### src/rtl/console_pkg.sv
`default_nettype none
// ==================================================================
// Package : console_pkg
// Purpose : shared console geometry, control codes and FSM states
// Rev     : 1.0
// ==================================================================
package console_pkg;

   // Screen geometry shared with the LCD text renderer (60-column stride)
   localparam int CONS_COLS = 60;
   localparam int CONS_ROWS = 17;
   localparam int COL_W     = 6;
   localparam int ROW_W     = 5;

   localparam logic [7:0] CHAR_CR    = 8'h0D;
   localparam logic [7:0] CHAR_LF    = 8'h0A;
   localparam logic [7:0] CHAR_BS    = 8'h08;
   localparam logic [7:0] CHAR_FF    = 8'h0C;
   localparam logic [7:0] BLANK_CHAR = 8'h20;

   typedef enum logic [2:0] {
      ST_IDLE     = 3'd0,
      ST_PUT      = 3'd1,
      ST_CLEAR    = 3'd2,
      ST_SCR_RD   = 3'd3,
      ST_SCR_WR   = 3'd4,
      ST_SCR_FILL = 3'd5
   } state_t;

endpackage
`default_nettype wire

### src/rtl/console_cursor.sv
`default_nettype none
// ==================================================================
// Module  : console_cursor
// Purpose : column/row cursor counters with inc, dec, CR, LF and home
// Rev     : 1.0
// ==================================================================
module console_cursor
   import console_pkg::*;
#(
   parameter int COLS = CONS_COLS,
   parameter int ROWS = CONS_ROWS
) (
   input  logic             clk_i,
   input  logic             rst_ni,
   input  logic             home_i,
   input  logic             cr_i,
   input  logic             inc_i,
   input  logic             dec_i,
   input  logic             lf_i,
   output logic [COL_W-1:0] col_o,
   output logic [ROW_W-1:0] row_o,
   output logic             last_col_o,
   output logic             last_row_o
);

   logic [COL_W-1:0] col_q, col_d;
   logic [ROW_W-1:0] row_q, row_d;

   assign last_col_o = (col_q == COL_W'(COLS - 1));
   assign last_row_o = (row_q == ROW_W'(ROWS - 1));
   assign col_o      = col_q;
   assign row_o      = row_q;

   always_comb begin
      col_d = col_q;
      row_d = row_q;
      if (home_i) begin
         col_d = '0;
         row_d = '0;
      end else begin
         if (cr_i)
            col_d = '0;
         else if (inc_i)
            col_d = col_q + 1'b1;
         else if (dec_i)
            col_d = col_q - 1'b1;
         // LF on the last row leaves the row alone; the caller scrolls instead
         if (lf_i && !last_row_o)
            row_d = row_q + 1'b1;
      end
   end

   always_ff @(posedge clk_i or negedge rst_ni) begin
      if (!rst_ni) begin
         col_q <= '0;
         row_q <= '0;
      end else begin
         col_q <= col_d;
         row_q <= row_d;
      end
   end

endmodule
`default_nettype wire

### src/rtl/vram_console_ctrl.sv
`default_nettype none
// ==================================================================
// Module  : vram_console_ctrl
// Purpose : byte-stream text console writer owning VRAM port A
// Rev     : 1.0
// ==================================================================
module vram_console_ctrl
   import console_pkg::*;
#(
   parameter int         COLS       = CONS_COLS,
   parameter int         ROWS       = CONS_ROWS,
   parameter int         ADDR_W     = 10,
   parameter logic [7:0] BLANK      = BLANK_CHAR,
   parameter bit         INIT_CLEAR = 1'b1
) (
   input  logic              PixelClk,
   input  logic              nRST,
   input  logic              ch_valid,
   input  logic [7:0]        ch_data,
   output logic              ch_ready,
   input  logic              clr_req,
   output logic              busy,
   output logic [5:0]        cursor_col,
   output logic [4:0]        cursor_row,
   output logic [ADDR_W-1:0] v_ada,
   output logic [7:0]        v_dina,
   output logic              v_cea,
   output logic              v_wrea,
   input  logic [7:0]        v_douta
);

   localparam logic [ADDR_W-1:0] C_COLS_A    = ADDR_W'(COLS);
   localparam logic [ADDR_W-1:0] C_LAST_CELL = ADDR_W'(COLS * ROWS - 1);
   localparam logic [ADDR_W-1:0] C_SCR_LAST  = ADDR_W'((ROWS - 1) * COLS - 1);
   localparam logic [ADDR_W-1:0] C_FILL_BASE = ADDR_W'((ROWS - 1) * COLS);

   if (COLS * ROWS > (1 << ADDR_W)) begin : g_addr_range_check
      $error("vram_console_ctrl: COLS*ROWS exceeds the ADDR_W address space");
   end

   state_t            state_q, state_d;
   logic [ADDR_W-1:0] idx_q, idx_d;
   logic              clr_pend_q, clr_pend_d;
   logic [7:0]        put_data_q, put_data_d;
   logic              put_adv_q, put_adv_d;
   logic [ADDR_W-1:0] ada_hold_q;
   logic [7:0]        dina_hold_q;

   logic              cur_home, cur_cr, cur_inc, cur_dec, cur_lf;
   logic              last_col, last_row;
   logic              active;
   logic [ADDR_W-1:0] cur_addr;

   console_cursor #(
      .COLS (COLS),
      .ROWS (ROWS)
   ) u_cursor (
      .clk_i      (PixelClk),
      .rst_ni     (nRST),
      .home_i     (cur_home),
      .cr_i       (cur_cr),
      .inc_i      (cur_inc),
      .dec_i      (cur_dec),
      .lf_i       (cur_lf),
      .col_o      (cursor_col),
      .row_o      (cursor_row),
      .last_col_o (last_col),
      .last_row_o (last_row)
   );

   // Outputs are gated by nRST so that they read 0 while reset is held,
   // even though the reset state itself may be CLEAR.
   assign active   = nRST && (state_q != ST_IDLE);
   assign busy     = active;
   assign v_cea    = active;
   assign v_wrea   = active && (state_q != ST_SCR_RD);
   assign ch_ready = nRST && (state_q == ST_IDLE) && !clr_req && !clr_pend_q;
   assign cur_addr = ADDR_W'(cursor_row) * C_COLS_A + ADDR_W'(cursor_col);

   always_comb begin
      v_ada  = ada_hold_q;
      v_dina = dina_hold_q;
      if (active) begin
         case (state_q)
            ST_PUT: begin
               v_ada  = cur_addr;
               v_dina = put_data_q;
            end
            ST_SCR_RD: v_ada = idx_q + C_COLS_A;
            ST_SCR_WR: begin
               v_ada  = idx_q;
               v_dina = v_douta;
            end
            default: begin
               v_ada  = idx_q;
               v_dina = BLANK;
            end
         endcase
      end
   end

   always_comb begin
      state_d    = state_q;
      idx_d      = idx_q;
      clr_pend_d = clr_pend_q;
      put_data_d = put_data_q;
      put_adv_d  = put_adv_q;
      cur_home   = 1'b0;
      cur_cr     = 1'b0;
      cur_inc    = 1'b0;
      cur_dec    = 1'b0;
      cur_lf     = 1'b0;

      if (clr_req && state_q != ST_IDLE)
         clr_pend_d = 1'b1;

      case (state_q)
         ST_IDLE: begin
            if (clr_req || clr_pend_q) begin
               state_d    = ST_CLEAR;
               idx_d      = '0;
               clr_pend_d = 1'b0;
            end else if (ch_valid) begin
               case (ch_data)
                  CHAR_CR: cur_cr = 1'b1;
                  CHAR_LF: begin
                     cur_cr = 1'b1;
                     cur_lf = 1'b1;
                     if (last_row) begin
                        state_d = ST_SCR_RD;
                        idx_d   = '0;
                     end
                  end
                  CHAR_BS: begin
                     if (cursor_col != '0) begin
                        cur_dec    = 1'b1;
                        state_d    = ST_PUT;
                        put_data_d = BLANK;
                        put_adv_d  = 1'b0;
                     end
                  end
                  CHAR_FF: begin
                     state_d = ST_CLEAR;
                     idx_d   = '0;
                  end
                  default: begin
                     state_d    = ST_PUT;
                     put_data_d = ch_data;
                     put_adv_d  = 1'b1;
                  end
               endcase
            end
         end
         ST_PUT: begin
            state_d = ST_IDLE;
            if (put_adv_q) begin
               if (last_col) begin
                  cur_cr = 1'b1;
                  cur_lf = 1'b1;
                  if (last_row) begin
                     state_d = ST_SCR_RD;
                     idx_d   = '0;
                  end
               end else begin
                  cur_inc = 1'b1;
               end
            end
         end
         ST_SCR_RD: state_d = ST_SCR_WR;
         ST_SCR_WR: begin
            if (idx_q == C_SCR_LAST) begin
               state_d = ST_SCR_FILL;
               idx_d   = C_FILL_BASE;
            end else begin
               state_d = ST_SCR_RD;
               idx_d   = idx_q + 1'b1;
            end
         end
         ST_SCR_FILL: begin
            if (idx_q == C_LAST_CELL)
               state_d = ST_IDLE;
            else
               idx_d = idx_q + 1'b1;
         end
         ST_CLEAR: begin
            // any clear requested while clearing is already satisfied
            clr_pend_d = 1'b0;
            if (idx_q == C_LAST_CELL) begin
               state_d  = ST_IDLE;
               cur_home = 1'b1;
            end else begin
               idx_d = idx_q + 1'b1;
            end
         end
         default: state_d = ST_IDLE;
      endcase
   end

   always_ff @(posedge PixelClk or negedge nRST) begin
      if (!nRST) begin
         state_q     <= INIT_CLEAR ? ST_CLEAR : ST_IDLE;
         idx_q       <= '0;
         clr_pend_q  <= 1'b0;
         put_data_q  <= '0;
         put_adv_q   <= 1'b0;
         ada_hold_q  <= '0;
         dina_hold_q <= '0;
      end else begin
         state_q     <= state_d;
         idx_q       <= idx_d;
         clr_pend_q  <= clr_pend_d;
         put_data_q  <= put_data_d;
         put_adv_q   <= put_adv_d;
         ada_hold_q  <= v_ada;
         dina_hold_q <= v_dina;
      end
   end

endmodule
`default_nettype wire

### config.mk
export PLATFORM = sky130hd
export DESIGN_NAME = vram_console_ctrl
export DESIGN_NICKNAME = d
export VERILOG_FILES = /design/src/rtl/console_pkg.sv /design/src/rtl/console_cursor.sv /design/src/rtl/vram_console_ctrl.sv
export SDC_FILE = /design/constraint.sdc
export NUM_CORES = 1
export LEC_CHECK = 0
export ABC_AREA = 1
export CORE_ASPECT_RATIO = 0.9
export CORE_MARGIN = 3
export CORE_UTILIZATION = 40
export CTS_BUF_LIST = sky130_fd_sc_hd__clkbuf_2 sky130_fd_sc_hd__clkbuf_4 sky130_fd_sc_hd__clkbuf_8
export DETAILED_ROUTE_END_ITERATION = 6
export GPL_ROUTABILITY_DRIVEN = 0
export SETUP_SLACK_MARGIN = 0.1
export SYNTH_ARGS = -nofsm -noshare
export SYNTH_HDL_FRONTEND = slang
export SYNTH_SLANG_ARGS = --single-unit
### constraint.sdc
create_clock -name PixelClk -period 5.9 [get_ports PixelClk]
set_clock_uncertainty 0.05 [all_clocks]
set_input_delay 0.59 -clock PixelClk [delete_from_list [all_inputs] [get_ports PixelClk]]
set_output_delay 0.59 -clock PixelClk [all_outputs]
set_load 0.02 [all_outputs]
==> results of run 1 <==
-- where the power goes --
group	total [µW]	switching, µW	internal (µW)
clock	261	128	133
sequential	368	3.35	365
combinational	82.9	46.5	36.4
-- worst paths after layout --
kind | cells past startpoint | endpoint | start | slack (ns)
max in group asynchronous | 2 | idx_q[2]$_DFFE_PN0P_ | nRST | 4.97
worst max-delay path | 15 | v_ada[8] | u_cursor.row_o[2]$_DFFE_PN0P_ | 0.91
min in group PixelClk | 2 | put_data_q[3]$_DFFE_PN0P_ | put_data_q[3]$_DFFE_PN0P_ | 0.45
worst min-delay path | 2 | idx_q[9]$_DFFE_PN0P_ | nRST | 0.36
worst min register to register | 2 | put_data_q[3]$_DFFE_PN0P_ | put_data_q[3]$_DFFE_PN0P_ | 0.45
worst max register to register | 14 | ada_hold_q[8]$_DFF_PN0_ | u_cursor.row_o[2]$_DFFE_PN0P_ | 2.36
-- metal layers --
metal	track usage (%)	up-vias	routed length, µm
li1	-	2078	-
met5	0	-	0
met3	3.24	9	660
met2	30.7	120	5190
met1	28.0	1937	5460
met4	3.65	0	106
-- metrics by stage --
stage / total power, µW / setup WS (ns) / instance area [µm²] / hold WS (ns)
2_1_floorplan: 410 / 1.79 / 4340 / 0.244
3_3_place_gp: 459 / 1.39 / 4940 / 0.423
3_5_place_dp: 459 / 1.26 / 4940 / 0.428
4_1_cts: 724 / 0.900 / 5050 / 0.409
5_1_grt: 746 / 0.524 / 5050 / 0.431
6_report: 712 / 0.905 / 5050 / 0.363
-- cell usage after synthesis (all sizes together) (6+ instances only) --
master	count
nand2	171
buf	10
nand3b	9
inv	87
xor2	9
nor2	56
o21ai	48
ha	26
a221oi	6
o211ai	7
nor3	8
a21oi	24
dfrtp	51
fa	9
nand4	15
nand3	50
-- cell type report --
| class | instances | area (µm²) |
|---|---|---|
| Clock buffer | 6 | 76.3 |
| Clock inverter | 2 | 38.8 |
| Timing Repair Buffer | 54 | 531 |
| Multi-Input combinational cell | 455 | 2610 |
| Tap cell | 129 | 161 |
| Sequential cell | 52 | 1300 |
| Fill cell | 1078 | 5370 |
| Inverter | 89 | 334 |
-- state kept, by name (all words and copies together), names as in the netlist --
register	cells
put_adv_q	1
state_q	3
put_data_q	8
dina_hold_q	8
idx_q	10
ada_hold_q	10
u_cursor.col_o	6
clr_pend_q	1
u_cursor.row_o	5
-- cells by family after synthesis --
| family | after synthesis | share of synthesized area (%) |
|---|---|---|
| simple gates | 313 | 32.8 |
| flops | 52 | 30.0 |
| buf+inv | 104 | 9.89 |
| xor+xnor | 11 | 2.22 |
| compound gates | 96 | 13.4 |
| fa+ha+maj | 35 | 11.6 |
-- critical path: cells and delay by family (launching register included) --
kind	cells	cell delay, ns
AO/OA/AOI/OAI	2	0.36
adder cells (fa/ha/maj)	4	1.86
buffers and inverters	4	0.78
flip-flops	1	0.56
AND/OR/NAND/NOR	5	0.47
==> flow_summary.ini, run 1 <==
[sta]
finalSetupViolCount = 0
fin_crit_sh_pct = 84.7
finalCriticalPeriod_ns = 4.99
setup_tns_ns = 0
max_freq_mhz = 200
max-slew-margin-rel_pct = 48.3
timing_worst_slew_pin_value_ns = 0.775
hold_viol_final = 0
drv_slew = 0
rsz0062_at_grt = false

[layout]
final_common_cell = nand2_1
final_cell_mix = nand2_1, inv_1, dfrtp_1, clkdlybuf4s50_1, nand3_1
syn_to_final_growth_pct = 16.4
nNetsFinal = 712
drive_gt1_share_pct = 8.36
finalNonFillerCells = 787
num_antenna_cells = 0
post-route-util_pct = 48.5

[grt]
grt-ovfl-total = 0
grt_pass1_vias = 3982
grt_max_degree = 53
grt_pass1_wl_mm = 19.2
antenna_found_initial = 0
grt_usage_pct = 19.4

[detailed_routing]
wl_mm = 11.4
drc = 0
ant_nets = 0
via_count = 4144
drtPass1Iterations = 5
vias_per_cell = 5.27
drt-wirelength-per-cell_um = 14.5
drtIter0Drc = 207

[clocking]
cts_tree = built
ctsHtreeMaxLevel = 2
postCtsSetupRepairBufs = 0
insertion_delay_ns = 0.32
ctsResizeCount = 0
cts_max_path_buffers = 2
cts-root-buf = clkbuf_8
holdBufCountCts = 0
clk_pin_slew_ns = 0.10
cts.sinks = 52
cts-buffers-inserted = 5

[critical_path]
crit_fanout = 8
critPathRequiredTime_ns = 5.26
critPathKind = flip-flop to output pin
arrival_ns = 4.35
path_cells = fa_1 -> fa_1 -> inv_1 -> fa_1 -> inv_1 -> ha_1 -> nand2_1 -> nor2_1 -> nor2_1 -> nor2_1 -> inv_1 -> o21ai_0 -> nand3_1 -> a21oi_1 -> clkdlybuf4s50_1
endpoint_kind = output pin
cp_slowest_cell = clkdlybuf4s50_1
start_kind = flip-flop
slowest_delay_ns = 0.63

[flow_run]
maxCapViolCount = 0

[floorplan]
die_w_um = 116
ios = 53
core_um2 = 10400
die_area_um2 = 12100
rows = 35
fp.dieH_um = 105
start_util_pct = 41.6

[yosys]
synth_nets = 666
avgSynthCellArea_um2 = 7.10
synth_area_leader_cell = dfrtp_1
synth_edf_count = 0
synth_top_area_share_pct = 29.4
syn_inst = 611
yosysUniqueCellTypes = 40
synth_area_leaders = dfrtp_1, nand2_1, ha_1, inv_1, nand3_1
synth_flop_cell = dfrtp_1
async_flop_share_pct = 100
syn_area_um2 = 4340
ys_ff_latch = 52
ys_seq_area_share_pct = 30.0
synth_warnings = 0

[placement]
port_buffers = 52
place_hpwl_mm = 8.76
post-place-cells = 779

[power_and_ir_drop]
p_per_area_nw_per_um2 = 141
ir_worst_vdd_mv = 0.105
leakagePower_uw = 0.00242

[min_path]
hold_path_class = primary input to asynchronous set/reset pin

[run_status]
status = finished, final reports clean
Power figures use the tool's default switching activity.
==> run 2, diff against run 1 <==
clock period = 5.04 ns   (was 5.9 ns; I/O delays follow)
==> run 2 against run 1 <==
Against the previous run: die area is the same; sequential share of layout area is essentially flat; core utilization is essentially flat; first-iteration DRC count grew 29%; sequential power grew 17%; power grew 18%; critical endpoint is now v_ada[9]; largest power group unchanged.
==> flow_summary.ini, run 2 (synthesis gave the netlist of run 1 again) <==
[placement]
port_buffers = 52
place_hpwl_mm = 8.76
post-place-cells = 779

[detailed_routing]
drt-wirelength-per-cell_um = 14.5
via_count = 4117
drtIter0Drc = 267
drc = 0
wl_mm = 11.4
ant_nets = 0
drtPass1Iterations = 5
vias_per_cell = 5.23

[layout]
nNetsFinal = 712
seqCellArea_um2 = 1300
syn_to_final_growth_pct = 16.5
reg_top3 = ada_hold_q: 10 flops, idx_q: 10 flops
num_antenna_cells = 0
fill_cells = 1087
final_cell_mix = nand2_1, inv_1, dfrtp_1, clkdlybuf4s50_1, nand3_1
final_common_cell = nand2_1
finalNonFillerCells = 787
drive_gt1_share_pct = 8.51
multi_input_area_um2 = 2610

[floorplan]
core_um2 = 10400
rows = 35
start_util_pct = 41.6
ios = 53
die_area_um2 = 12100
die_w_um = 116
fp.dieH_um = 105

[sta]
hold_viol_final = 0
finalSetupViolCount = 0
setup_tns_ns = 0
fin_crit_sh_pct = 93.4
finalCriticalPeriod_ns = 4.71
max_freq_mhz = 212
max-slew-margin-rel_pct = 48.3
rsz0062_at_grt = false
timing_worst_slew_pin_value_ns = 0.775
drv_slew = 0

[power_and_ir_drop]
switching_power_uw = 212
ir_worst_vdd_mv = 0.126
seq_power_share_pct = 51.4
p_total_uw = 838
combPwrFrac_pct = 11.6
leakagePower_uw = 0.00242
clkPwrFrac_pct = 37.0
switching_share_pct = 25.3
p_per_area_nw_per_um2 = 166
internal_power_uw = 626

[flow_run]
maxCapViolCount = 0

[critical_path]
critPathRequiredTime_ns = 4.49
path_cells = fa_1 -> fa_1 -> inv_1 -> fa_1 -> inv_1 -> ha_1 -> nand2_1 -> a21oi_1 -> nand2_1 -> nand2_1 -> nand3_1 -> a21oi_1 -> clkdlybuf4s50_1
r2r_cells = 14
arrival_ns = 4.15
cp_slowest_cell = clkdlybuf4s50_1
cp.depth = 13
path_buf_inv = 3
start_kind = flip-flop
critPathKind = flip-flop to output pin
slowest_delay_ns = 0.63
critical_path.top_delay_family = adder cells
endpoint_kind = output pin
crit_fanout = 8

[clocking]
cts_max_path_buffers = 2
cts-root-buf = clkbuf_8
cts-buffers-inserted = 5
insertion_delay_ns = 0.32
cts.sinks = 52
ctsHtreeMaxLevel = 2
cts_tree = built
clk_pin_slew_ns = 0.11

[grt]
grt_pass1_wl_mm = 19.2
grt-ovfl-total = 0
antenna_found_initial = 0
grt_usage_pct = 19.4
grt_max_degree = 53
grt_pass1_vias = 3958

[run_status]
status = finished, final reports clean

[min_path]
hold_path_class = primary input to asynchronous set/reset pin
## run 2: power groups by stage
stage / Combinational (µW) / Sequential [µW] / Clock [µW]
floorplan: 42.1 / 438 / 0
global placement: 98.1 / 439 / 0
detailed placement: 98.3 / 439 / 0
CTS: 99.1 / 431 / 319
global route: 107 / 432 / 337
finish: 97.1 / 431 / 310
## run 2: per-layer routing
metal  GRT usage (%)  up-vias  share of wire [%]
li1                -     2079                  -
met1            28.4     1930                 49
met2            30.2       97                 45
met3            3.24       11                4.5
met4            3.56        0               0.94
met5               0        -                  0
## run 2: path summary, 6_finish.rpt
| check | to | start | slack, ns |
|---|---|---|---|
| worst max-delay path | v_ada[9] | u_cursor.row_o[0]$_DFFE_PN0P_ | 0.33 |
| worst min-delay path | ada_hold_q[8]$_DFF_PN0_ | nRST | 0.29 |
| worst max register to register | ada_hold_q[8]$_DFF_PN0_ | u_cursor.row_o[0]$_DFFE_PN0P_ | 1.52 |
| worst min register to register | put_data_q[3]$_DFFE_PN0P_ | put_data_q[3]$_DFFE_PN0P_ | 0.45 |
| max in group asynchronous | u_cursor.row_o[2]$_DFFE_PN0P_ | nRST | 4.13 |
| min in group PixelClk | put_data_q[3]$_DFFE_PN0P_ | put_data_q[3]$_DFFE_PN0P_ | 0.45 |
## run 2: area by class of cell
type | count | area share (%)
multi-input cells | 455 | 51.6
well taps | 129 | 3.19
clock inverters | 2 | 0.767
clock buffers | 6 | 1.51
repair buffers | 54 | 10.5
inverters | 89 | 6.61
flip-flops and latches | 52 | 25.8
## run 2: through the flow
| stage | hold WS, ns | utilization (%) | area [µm²] | setup slack [ns] |
|---|---|---|---|---|
| after floorplan | 0.158 | - | 4340 | 1.02 |
| after global placement | 0.424 | 47.4 | 4940 | 0.616 |
| after detailed placement | 0.423 | 47.4 | 4940 | 0.478 |
| after CTS | 0.339 | 48.5 | 5050 | 0.122 |
| after global routing | 0.363 | 48.5 | 5050 | 0.102 |
| final | 0.294 | 48.5 | 5050 | 0.333 |
## run 2: timing repair
item,4_1_cts,5_1_grt
endpoints found under the setup margin,0,3
gates resized for setup,0,2
buffers inserted,0,0
hold buffers,0,0
## run 2: worst reg2reg max path, delay by kind of cell (launching register included)
| kind | cells | cell delay, ns |
|---|---|---|
| buf+inv | 3 | 0.17 |
| simple gates | 5 | 0.47 |
| compound gates | 2 | 0.35 |
| fa+ha+maj | 4 | 1.91 |
| flops | 1 | 0.50 |
